--- config.mk ---
export PLATFORM = sky130hd
export DESIGN_NAME = timer_mc_core
export DESIGN_NICKNAME = d
export VERILOG_FILES = /design/src/rtl/timer_mc_core.sv
export SDC_FILE = /design/constraint.sdc
export NUM_CORES = 1
export LEC_CHECK = 0
export ABC_AREA = 0
export BUFFER_PORTS_ARGS = -buffer_cell sky130_fd_sc_hd__buf_2
export CAP_MARGIN = 25
export CORE_AREA = 2 2 229 231
export CTS_CLUSTER_DIAMETER = 100
export DETAILED_ROUTE_END_ITERATION = 16
export DIE_AREA = 0 0 231 233
export SLEW_MARGIN = 20
export SYNTH_ARGS = -nofsm -noshare
export SYNTH_HDL_FRONTEND = slang
export SYNTH_SLANG_ARGS = --single-unit
--- constraint.sdc ---
create_clock -name clk -period 8.5 [get_ports clk]
set_clock_uncertainty 0.15 [all_clocks]
set_input_delay 0.425 -clock clk [delete_from_list [all_inputs] [get_ports clk]]
set_output_delay 0.425 -clock clk [all_outputs]
set_load 0.02 [all_outputs]
--- src/rtl/timer_mc_core.sv ---
// timer_mc_core: multi-channel timer with one shared prescaler. Each channel
// counts up or down in repeat or one-shot mode, can cascade from the channel
// below it, and drives a PWM level from its counter.
//
// Optional feature macro: TIMER_MC_CAPTURE_EN
//   defined   -> a rising capture_i[i] latches the counter into cap_val and
//                pulses cap_stb
//   undefined -> cap_val and cap_stb are tied to 0 and capture_i is unused
//
// Ports
//   clk, rst              clock, synchronous active-high reset
//   pre_en, pre_val       prescaler enable and reload value
//   pre_load              force a prescaler reload (no tick that cycle)
//   en, mode, dir         per channel: enable, repeat(1)/one-shot(0), up(1)/down(0)
//   pwm_en, ext_en, chain per channel: PWM enable, external tick, cascade
//   load_cmd              per channel force load
//   load_val, cmp_val     per-channel period and compare, channel i at [i*CNT_W +: CNT_W]
//   ext_i, capture_i      per-channel external count and capture inputs
//   cnt_val, cap_val      current and captured counters
//   irq_o, trig_o         one-cycle pulses, the cycle after an expire event
//   pwm_o                 PWM level (combinational from the counter register)
//   cap_stb               capture strobe
module timer_mc_core #(
  parameter int NUM_CH = 4,
  parameter int CNT_W  = 32,
  parameter int PRE_W  = 16
) (
  input  logic                    clk,
  input  logic                    rst,
  input  logic                    pre_en,
  input  logic [PRE_W-1:0]        pre_val,
  input  logic                    pre_load,
  input  logic [NUM_CH-1:0]       en,
  input  logic [NUM_CH-1:0]       mode,
  input  logic [NUM_CH-1:0]       dir,
  input  logic [NUM_CH-1:0]       pwm_en,
  input  logic [NUM_CH-1:0]       ext_en,
  input  logic [NUM_CH-1:0]       chain,
  input  logic [NUM_CH-1:0]       load_cmd,
  input  logic [NUM_CH*CNT_W-1:0] load_val,
  input  logic [NUM_CH*CNT_W-1:0] cmp_val,
  input  logic [NUM_CH-1:0]       ext_i,
  input  logic [NUM_CH-1:0]       capture_i,
  output logic [NUM_CH*CNT_W-1:0] cnt_val,
  output logic [NUM_CH*CNT_W-1:0] cap_val,
  output logic [NUM_CH-1:0]       irq_o,
  output logic [NUM_CH-1:0]       trig_o,
  output logic [NUM_CH-1:0]       pwm_o,
  output logic [NUM_CH-1:0]       cap_stb
);

  logic [PRE_W-1:0]  pre_cnt;
  logic              pre_run;
  logic              pre_tick;
  logic [NUM_CH-1:0] tick;
  logic [NUM_CH-1:0] expire;
  logic [NUM_CH-1:0] at_term;
  logic [NUM_CH-1:0] done_v;
  logic [NUM_CH-1:0] ext_rise;

  // Shared prescaler: runs only while some enabled channel uses it.
  assign pre_run  = |(en & ~ext_en);
  assign pre_tick = !pre_load && (!pre_en || (pre_run && (pre_cnt == '0)));

  always_ff @(posedge clk) begin
    if (rst) begin
      pre_cnt <= '0;
    end else if (pre_load) begin
      pre_cnt <= pre_val;
    end else if (pre_en && pre_run) begin
      if (pre_cnt == '0) pre_cnt <= pre_val;
      else               pre_cnt <= pre_cnt - PRE_W'(1);
    end
  end

  // Tick selection and expire events. A chained channel sees the expire of
  // the channel below it in the same cycle, so the chain ripples in order.
  always_comb begin
    logic prev_exp;
    tick     = '0;
    expire   = '0;
    prev_exp = 1'b0;
    for (int unsigned i = 0; i < NUM_CH; i++) begin
      if (i != 0 && chain[i]) tick[i] = prev_exp;
      else if (ext_en[i])     tick[i] = ext_rise[i];
      else                    tick[i] = pre_tick;
      expire[i] = en[i] & ~load_cmd[i] & ~done_v[i] & tick[i] & at_term[i];
      prev_exp  = expire[i];
    end
  end

  for (genvar g = 0; g < NUM_CH; g++) begin : g_ch
    logic [CNT_W-1:0] lv;
    logic [CNT_W-1:0] cmp;
    logic [CNT_W-1:0] cnt;
    logic             done;
    logic             irq;
    logic             ext_q;

    assign lv  = load_val[g*CNT_W +: CNT_W];
    assign cmp = cmp_val[g*CNT_W +: CNT_W];

    assign at_term[g]  = dir[g] ? (cnt == lv) : (cnt == '0);
    assign done_v[g]   = done;
    assign ext_rise[g] = ext_i[g] & ~ext_q;

    always_ff @(posedge clk) begin
      if (rst) begin
        cnt   <= '0;
        done  <= 1'b0;
        irq   <= 1'b0;
        ext_q <= 1'b0;
      end else begin
        ext_q <= ext_i[g];
        irq   <= expire[g];
        if (!en[g]) begin
          done <= 1'b0;
        end else if (load_cmd[g]) begin
          cnt  <= dir[g] ? '0 : lv;
          done <= 1'b0;
        end else if (tick[g] && !done) begin
          if (at_term[g]) begin
            if (mode[g]) begin
              cnt <= dir[g] ? '0 : lv;
            end else begin
              cnt  <= dir[g] ? lv : '0;
              done <= 1'b1;
            end
          end else begin
            cnt <= dir[g] ? cnt + CNT_W'(1) : cnt - CNT_W'(1);
          end
        end
      end
    end

    assign cnt_val[g*CNT_W +: CNT_W] = cnt;
    assign irq_o[g]  = irq;
    assign trig_o[g] = irq;
    assign pwm_o[g]  = pwm_en[g] & (dir[g] ? (cnt < cmp) : (cnt <= cmp));

`ifdef TIMER_MC_CAPTURE_EN
    logic             cap_q;
    logic             stb;
    logic [CNT_W-1:0] cap;

    always_ff @(posedge clk) begin
      if (rst) begin
        cap_q <= 1'b0;
        stb   <= 1'b0;
        cap   <= '0;
      end else begin
        cap_q <= capture_i[g];
        stb   <= capture_i[g] & ~cap_q;
        if (capture_i[g] && !cap_q) cap <= cnt;
      end
    end

    assign cap_val[g*CNT_W +: CNT_W] = cap;
    assign cap_stb[g] = stb;
`else
    assign cap_val[g*CNT_W +: CNT_W] = '0;
    assign cap_stb[g] = 1'b0;
`endif
  end

`ifndef TIMER_MC_CAPTURE_EN
  logic unused_capture;
  assign unused_capture = ^capture_i;
`endif

endmodule

==> results.json, run 1 <==
{
  "setup_viol": 0,
  "layout_common_cells": "446 x buf_2, 250 x ha_1, 229 x nor2_1",
  "core_mm2": 0.0511,
  "wl_per_cell_um": 18.8,
  "cts_setup_buffers": 0,
  "rrSetupSlack_ns": 4.21,
  "cts.path.max_buffers": 2,
  "path_max_fanout": 23,
  "p_leak_nw": 11.1,
  "antenna_found_initial": 6,
  "via_count": 19987,
  "drv_slew": 0,
  "htree_levels": 4,
  "finalCritPeriodShare_pct": 50.5,
  "worstHoldStart": "pre_val[0]",
  "numClockSinks": 156,
  "crit_type": "flip-flop to flip-flop",
  "hold_viol_final": 0,
  "ys_dominant_reg_cell": "dfxtp_1",
  "placed_area_mm2": 0.0214,
  "fmax_ghz": 0.233,
  "fin_area_mm2": 0.0220,
  "hold_depth": 3,
  "drive_above_1_share_pct": 18.8,
  "hold_class": "input port to flip-flop",
  "drc": 0,
  "max_cap_viol_count": 0,
  "die_width_um": 231,
  "ys_seq_area_share_pct": 16.3,
  "wl_um": 67500,
  "first_iter_violations": 1522,
  "start_kind": "flip-flop",
  "min_to": "pre_cnt[0]",
  "viasPerCell": 5.58,
  "setup_tns_ns": 0,
  "synth.distinct_cells": 77,
  "nets": 3456,
  "grt_usage_pct": 24.4,
  "cts_tree": "built",
  "die_y_um": 233,
  "cp.required_ns": 8.76,
  "grt_setup_unrepaired": "false",
  "outcome": "finished, final reports clean",
  "postLayoutCoreUtil_pct": 43.1,
  "synth_edf_count": 0,
  "die-area_mm2": 0.0538,
  "avgSynthCellArea_um2": 7.66,
  "initial_core_util_pct": 37.4,
  "rr_worst_depth": 10,
  "grt_pass1_wl_um": 104000,
  "synth_warnings": 0,
  "grt_pass1_vias": 18900,
  "num_rows": 83,
  "gp_congestion": 0.938,
  "async_flop_share_pct": 0,
  "endpoint_kind": "flip-flop",
  "first_pass_iters": 5,
  "synth_top_area_share_pct": 16.4,
  "grt_start_max_net_pins": 97,
  "timing.rr.start": "g_ch[3].cnt[1]",
  "dpl.cell_count": 3546,
  "power_density_mw_per_mm2": 141,
  "overflow": 0,
  "clk_latency_ns": 0.51,
  "yosysTopAreaCell": "ha_1",
  "syn2layout_area_growth_pct": 15.3,
  "arrival_ns": 4.56,
  "dp_hpwl_um": 52400,
  "ys_ff_latch": 156,
  "portBuffers": 446,
  "ir_worst_vdd_v": 0.000142,
  "cts_inserted_buffers": 17,
  "clk_pin_slew_ns": 0.07,
  "final_common_cell": "buf_2",
  "worstMarginPinSlew_ns": 0.992,
  "ant_nets": 0,
  "pin_count": 584,
  "yosys-top-cells-area": "ha_1 16%, dfxtp_1 16%, xnor2_1 6.0%",
  "period_needed_ns": 4.29,
  "slew-limit-headroom_pct": 33.4,
  "synth_area_mm2": 0.0191,
  "cts-root-buf": "clkbuf_16",
  "instances_no_fill": 3583,
  "r2r-end": "g_ch[3].cnt[17]",
  "netlist_instances": 2495
}
[per-layer routing]
metal | vias to the layer above | routed length, µm | GRT usage [%]
li1 | 9699 | - | -
met1 | 9399 | 30600 | 32.5
met2 | 787 | 31100 | 39.9
met3 | 96 | 4210 | 4.08
met4 | 6 | 1550 | 7.74
met5 | - | 34 | 0
[sequential cells by signal (all words and copies together), names as in the netlist]
signal	cells
g_ch.cnt	128
g_ch.done	4
g_ch.ext_q	4
g_ch.irq	4
pre_cnt	16
[where the power goes]
group	switching, mW	internal, mW	total [mW]	leakage (nW)
clock	0.361	0.433	0.794	0.262
combinational	0.829	0.561	1.39	9.53
sequential	0.133	0.793	0.926	1.29
total	1.32	1.79	3.11	11.1
[Yosys cell counts, types with 6 or more instances]
library cell	number
ha_1	250
nor2_1	231
inv_1	171
a21oi_1	169
dfxtp_1	156
buf_4	143
xnor2_1	130
o21ai_0	113
nand2_1	104
xor2_1	98
a21o_1	92
nor3_1	86
clkbuf_1	64
nor4_1	63
a221oi_1	61
nand4_1	60
a211oi_1	54
a22oi_1	53
nand3_1	45
nor2b_1	37
nand2b_1	36
o21a_1	32
a31oi_1	22
a211oi_2	21
and3_1	14
o21bai_1	14
buf_2	11
o211ai_1	11
and2_1	9
or4_1	9
a311oi_2	7
o31ai_1	7
or3_1	7
a211o_1	6
nand3b_1	6
nor3b_1	6
[worst max-delay path by stage]
| stage | startpoint | to | slack, ns | depth (start not counted) |
|---|---|---|---|---|
| CTS | g_ch[3].cnt[1] | g_ch[3].cnt[17] | 4.24 | 10 |
| global route | g_ch[3].cnt[1] | g_ch[3].cnt[17] | 3.90 | 10 |
| detailed placement | en[3] | g_ch[3].cnt[6] | 3.98 | 13 |
| finish | g_ch[3].cnt[1] | g_ch[3].cnt[17] | 4.21 | 10 |
| floorplan | dir[3] | g_ch[3].cnt[30] | 4.44 | 14 |
| global placement | en[3] | g_ch[3].cnt[6] | 3.99 | 13 |
[worst max-delay path, stage by stage (launching register included)]
cell	delay [ns]
dfxtp_1	0.58
xnor2_1	0.26
nand4_1	0.22
nor4_1	0.40
nand4_1	0.14
o21ai_0	0.73
nor2b_1	0.28
and2_1	0.17
a21o_1	0.74
a22oi_1	0.25
a211oi_2	0.27
[area by class of cell]
cell class / count / area (µm²)
fill: 5334 / 29100
multi-input combinational: 2075 / 14400
sequential: 156 / 3120
timing repair buffer: 469 / 2420
tap: 680 / 851
inverter: 171 / 642
clock buffer: 22 / 454
clock inverter: 7 / 93.8
antenna: 3 / 7.51
[per-stage QoR]
stage | hold slack, ns | total power, mW | worst slack, ns
5_1_grt | 0.0553 | 3.32 | 3.90
2_1_floorplan | 0.309 | 1.93 | 4.44
3_3_place_gp | 0.324 | 2.28 | 3.99
3_5_place_dp | 0.330 | 2.31 | 3.98
6_report | 0.0772 | 3.11 | 4.21
4_1_cts | 0.0383 | 3.12 | 4.24
[repair_timing]
item,CTS,global route
hold buffers,4,0
endpoints found under the hold margin,4,0
setup endpoints to repair,0,0
resized for setup,0,0
[cell families (layout without fill, tap and decap cells)]
group                      after synthesis  after routing  synth area share (%)
buffers and inverters                  395            669                  10.8
and+or+nand+nor                        729            729                  18.9
AOI/OAI and AO/OA                      726            726                  26.4
other                                    1            135                0.0196
DFF                                    156            156                  16.3
adders and majority gates              254            254                  16.8
muxes                                    6              6                 0.327
xor gates and xnor gates               228            228                  10.4
No activity file was read; power rests on OpenSTA's default activity.
==> run 2: changes to the inputs <==
clock period = 3.9 ns   (was 8.5 ns; I/O delays follow)
==> results.json, run 2 (same netlist as run 1, synthesis figures left out) <==
{
  "outcome": "finished, final reports clean",
  "hold_class": "input port to flip-flop",
  "crit_top_cell": "nand4_1",
  "intPower_mw": 4.18,
  "layout_common_cells": "445 x buf_2, 250 x ha_1, 229 x nor2_1",
  "largest_reg_flops": 128,
  "switching_share_pct": 41.8,
  "cts-root-buf": "clkbuf_16",
  "via_count": 20844,
  "drc": 0,
  "grt_pass1_wl_um": 108000,
  "pin_count": 584,
  "worstMarginPinSlew_ns": 0.920,
  "power_mw": 7.18,
  "largestRegisters": "g_ch.cnt (128), pre_cnt (16)",
  "wl_per_cell_um": 18.6,
  "setup_tns_ns": 0,
  "die_y_um": 233,
  "clk_pin_slew_ns": 0.07,
  "numClockSinks": 156,
  "drv_slew": 0,
  "hold_viol_final": 0,
  "dp_hpwl_um": 54400,
  "drive_above_1_share_pct": 19.9,
  "seq_power_share_pct": 27.5,
  "cts.path.max_buffers": 2,
  "critPathBufInv": 1,
  "fill_cells": 5025,
  "nets": 3672,
  "setup_viol": 0,
  "grt_usage_pct": 25.3,
  "htree_levels": 4,
  "initial_core_util_pct": 37.4,
  "arrival_ns": 3.97,
  "dpl.cell_count": 3609,
  "viasPerCell": 5.48,
  "grt_start_max_net_pins": 67,
  "cpPeakStageDelay_ns": 0.47,
  "pwr-share-clk_pct": 26.2,
  "cpLargestDelayFamily": "compound AO/OA/AOI/OAI gates",
  "instances_no_fill": 3804,
  "grt_pass1_vias": 19838,
  "overflow": 0,
  "portBuffers": 446,
  "finalCritPeriodShare_pct": 95.0,
  "cp.required_ns": 4.16,
  "start_kind": "flip-flop",
  "wl_um": 70600,
  "antenna_found_initial": 6,
  "max_cap_viol_count": 0,
  "core_mm2": 0.0511,
  "power_density_mw_per_mm2": 296,
  "p_switching_mw": 3.01,
  "first_pass_iters": 6,
  "grt_setup_unrepaired": "false",
  "cts_tree": "built",
  "postLayoutCoreUtil_pct": 47.5,
  "path_max_fanout": 37,
  "slew-limit-headroom_pct": 38.4,
  "period_needed_ns": 3.70,
  "fin_area_mm2": 0.0243,
  "p_leak_nw": 12.1,
  "num_rows": 83,
  "path_cells": "xnor2_1 > nand4_1 > nor4_1 > nand4_1 > o21ai_0 > nand2_1 > o22ai_2 > a31oi_2 > a21oi_4 > buf_12 > nor2_1 > a311oi_2",
  "ir_worst_vdd_v": 0.000259,
  "ant_nets": 0,
  "first_iter_violations": 1574,
  "clk_latency_ns": 0.51,
  "syn2layout_area_growth_pct": 27.0,
  "regMostFlops": "g_ch.cnt",
  "fmax_ghz": 0.270,
  "critPathSlowestCell": "nor4_1",
  "endpoint_kind": "flip-flop",
  "placed_area_mm2": 0.0220,
  "die-area_mm2": 0.0538,
  "gp_congestion": 0.950,
  "die_width_um": 231,
  "cts_inserted_buffers": 17,
  "comb_power_share_pct": 46.3,
  "final_common_cell": "buf_2",
  "crit_type": "flip-flop to flip-flop"
}
==> run 2: cell types whose count changed in the layout (fill, tap and decap cells not counted), moves of 2 or more <==
cell / previous run / this run
dlygate4sd3_1: 4 / 158
clkbuf_1: 4 / 1
buf_12: 0 / 10
clkinv_4: 1 / 3
a211oi_1: 54 / 52
buf_4: 18 / 71
a211oi_2: 21 / 23
diode_2: 3 / 5
inv_6: 0 / 2
==> run 2: routing by layer <==
| metal | vias up | global-route usage [%] | share of wire [%] |
|---|---|---|---|
| met5 | - | 0 | 0.055 |
| met2 | 798 | 41.8 | 47 |
| met4 | 6 | 8.75 | 2.7 |
| met1 | 9810 | 32.9 | 44 |
| met3 | 103 | 4.57 | 6.8 |
| li1 | 10127 | - | - |
==> run 2: per-stage QoR <==
| stage | hold WS [ns] | setup slack [ns] |
|---|---|---|
| 2_1_floorplan | 0.173 | 0.0738 |
| 3_3_place_gp | 0.277 | 0.128 |
| 3_5_place_dp | 0.282 | 0.0768 |
| 4_1_cts | 0.00404 | 0.155 |
| 5_1_grt | 0.0533 | 0.00412 |
| 6_report | 0.0408 | 0.196 |
==> run 2: worst paths after layout <==
check	from	to	slack, ns	cells past startpoint
max	g_ch[1].cnt[2]	g_ch[3].cnt[25]	0.20	12
min	load_val[125]	g_ch[3].cnt[29]	0.04	3
max reg2reg	g_ch[1].cnt[2]	g_ch[3].cnt[25]	0.20	12
min reg2reg	pre_cnt[0]	pre_cnt[0]	0.36	2
==> run 2: timing repair <==
action	CTS	global route
hold buffers	158	0
setup endpoints to repair	0	12
buffers inserted	0	0
resized for setup	0	7
endpoints found under the hold margin	150	0
==> run 2: area by class of cell <==
class / instances / area (µm²) / share of cell area (%)
inverters: 171 / 642 / 2.64
well taps: 680 / 851 / 3.50
repair buffers: 685 / 4550 / 18.7
clock inverters: 12 / 161 / 0.665
clock buffers: 20 / 457 / 1.88
multi-input cells: 2075 / 14500 / 59.6
flip-flops and latches: 156 / 3120 / 12.9
diodes: 5 / 12.5 / 0.0515
==> run 2: power groups by stage <==
stage	clock, mW	combinational [mW]	sequential [mW]
after floorplan	0	2.14	2.08
after global placement	0	3.08	2.00
after detailed placement	0	3.13	2.01
after CTS	1.94	3.28	1.97
after global routing	1.97	3.66	1.99
final	1.88	3.32	1.97
==> run 2: worst min-delay path, stage by stage <==
cell and delay [ns]:
buf_2 0.11, a221oi_1 0.09, a211oi_2 0.23
==> run 3: changes to the inputs <==
CORE_AREA = 2 2 226 228   (was 2 2 229 231)
DIE_AREA = 0 0 228 230   (was 0 0 231 233)
GPL_TIMING_DRIVEN = 0   (was unset)
TNS_END_PERCENT = 100   (was unset)
==> results.json, run 3 (same netlist as run 1, synthesis figures left out) <==
{
  "intPower_mw": 4.12,
  "arrival_ns": 4.06,
  "drv_slew": 0,
  "setup_tns_ns": 0,
  "timing.rr.start": "g_ch[3].cnt[1]",
  "largestRegisters": "g_ch.cnt (128), pre_cnt (16)",
  "post-place-ws_ns": -0.824,
  "drc": 0,
  "first_pass_iters": 5,
  "finalCritPeriodShare_pct": 97.6,
  "outcome": "finished, final reports clean",
  "ant_nets": 0,
  "cts_tree": "built",
  "nets": 3813,
  "seq_power_share_pct": 28.4,
  "crit_type": "flip-flop to flip-flop",
  "hold_class": "input port to flip-flop",
  "die_y_um": 230,
  "pin_count": 584,
  "cts.path.max_buffers": 2,
  "wl_um": 76700,
  "ir_worst_vdd_v": 0.000254,
  "multi_input_area_mm2": 0.0145,
  "num_rows": 82,
  "worstHoldStart": "load_val[113]",
  "clk_latency_ns": 0.50,
  "gp_congestion": 0.976,
  "fmax_ghz": 0.263,
  "cp.required_ns": 4.16,
  "grt_pass1_vias": 20699,
  "regMostFlops": "g_ch.cnt",
  "htree_levels": 4,
  "antenna_found_initial": 4,
  "endpoint_kind": "flip-flop",
  "clk_pin_slew_ns": 0.07,
  "r2r-end": "g_ch[3].cnt[30]",
  "drive_above_1_share_pct": 22.1,
  "p_switching_mw": 3.01,
  "viasPerCell": 5.51,
  "syn2layout_area_growth_pct": 30.5,
  "grt_usage_pct": 28.2,
  "grt_start_max_net_pins": 36,
  "finalWorstSetupSlack_ns": 0.0947,
  "power_density_mw_per_mm2": 286,
  "initial_core_util_pct": 38.3,
  "via_count": 21671,
  "ff_latch_area_mm2": 0.00313,
  "cts-root-buf": "clkbuf_16",
  "layout_common_cells": "451 x buf_2, 250 x ha_1, 231 x nor2_1",
  "hold_depth": 3,
  "final_common_cell": "buf_2",
  "worstMarginPinSlew_ns": 1.09,
  "core_mm2": 0.0499,
  "period_needed_ns": 3.81,
  "die-area_mm2": 0.0524,
  "numClockSinks": 156,
  "die_width_um": 228,
  "hold_viol_final": 0,
  "wl_per_cell_um": 19.5,
  "start_kind": "flip-flop",
  "min_to": "g_ch[3].cnt[17]",
  "first_iter_violations": 1582,
  "path_max_fanout": 7,
  "fill_cells": 4956,
  "grt_pass1_wl_um": 117000,
  "rr_worst_depth": 12,
  "portBuffers": 441,
  "rrSetupSlack_ns": 0.09,
  "largest_reg_flops": 128,
  "switching_share_pct": 42.2,
  "slew-limit-headroom_pct": 27.4,
  "comb_power_share_pct": 47.4,
  "dp_hpwl_um": 59800,
  "pwr-share-clk_pct": 24.2,
  "cts_inserted_buffers": 17,
  "setup_viol": 0,
  "p_leak_nw": 12.6,
  "grt_setup_unrepaired": "false",
  "overflow": 0,
  "max_cap_viol_count": 0
}
run 3: cell types whose count changed in the layout (fill, tap and decap cells not counted), moves of 5 or more:
cell and change:
buf_4 +81, clkbuf_1 +54, clkbuf_2 +11, buf_12 -10, o21ai_1 +7, buf_2 +6, clkinv_2 +6, dlygate4sd3_1 -6
dfxtp_1 -5, dfxtp_2 +5
run 3: worst max-delay path by stage:
stage,startpoint,cells after the start,to,slack [ns]
4_1_cts,en[3],13,g_ch[3].cnt[15],0.04
2_1_floorplan,dir[3],14,g_ch[3].cnt[30],0.07
5_1_grt,g_ch[0].cnt[28],11,g_ch[3].cnt[10],0.003
3_5_place_dp,dir[3],14,g_ch[3].cnt[30],-0.82
6_report,g_ch[3].cnt[1],12,g_ch[3].cnt[30],0.09
3_3_place_gp,dir[3],14,g_ch[3].cnt[30],-1.14
run 3: layer usage:
layer	wire length (µm)	vias up	GRT usage [%]
met3	5400	147	5.51
li1	-	10431	-
met4	2380	4	10.6
met1	33100	10200	36.0
met5	32	-	0
met2	35800	889	46.9
run 3: final cells by class:
| cell class | instances | share of cell area [%] |
|---|---|---|
| Inverter | 171 | 2.61 |
| Tap cell | 672 | 3.37 |
| Multi-Input combinational cell | 2075 | 58.2 |
| Clock inverter | 8 | 0.261 |
| Buffer | 224 | 5.76 |
| Antenna cell | 3 | 0.0301 |
| Clock buffer | 23 | 2.00 |
| Sequential cell | 156 | 12.5 |
| Timing Repair Buffer | 602 | 15.2 |
run 3: repair_timing:
action,4_1_cts,5_1_grt
hold endpoints to repair,147,0
resized for setup,13,39
setup buffers,0,9
cloned,0,0
pin swaps,0,7
endpoints found under the setup margin,67,85
hold buffers,152,0
run 3: power by group through the flow:
| stage | combinational, mW | sequential (mW) | clock, mW |
|---|---|---|---|
| floorplan | 2.14 | 2.08 | 0 |
| global placement | 3.10 | 2.05 | 0 |
| detailed placement | 3.15 | 2.05 | 0 |
| global route | 3.71 | 2.04 | 1.82 |
| finish | 3.38 | 2.03 | 1.73 |
| CTS | 3.30 | 2.02 | 1.77 |
run 3: worst max-delay path, cell delays in order, from the launching register on:
cell and delay, ns:
dfxtp_1 0.45, fa_2 0.43, a211oi_2 0.31, o21ai_0 0.21
a22oi_2 0.30, o31a_1 0.23, o211ai_1 0.22, a21o_1 0.30
a221oi_4 0.34, o21ai_0 0.13, a21oi_1 0.21, a32oi_1 0.14
a311oi_2 0.28
run 3: through the flow:
stage | util (%) | hold slack [ns] | area (µm²) | power [mW] | instances
4_1_cts | 49.7 | 0.000661 | 24800 | 7.09 | 3922
6_report | 50.0 | 0.0397 | 25000 | 7.13 | 3934
5_1_grt | 50.0 | 0.0495 | 24900 | 7.57 | 3932
3_3_place_gp | 45.4 | 0.273 | 22700 | 5.15 | 3739
2_1_floorplan | - | 0.173 | 19600 | 4.22 | 2626
3_5_place_dp | 45.4 | 0.291 | 22700 | 5.20 | 3739
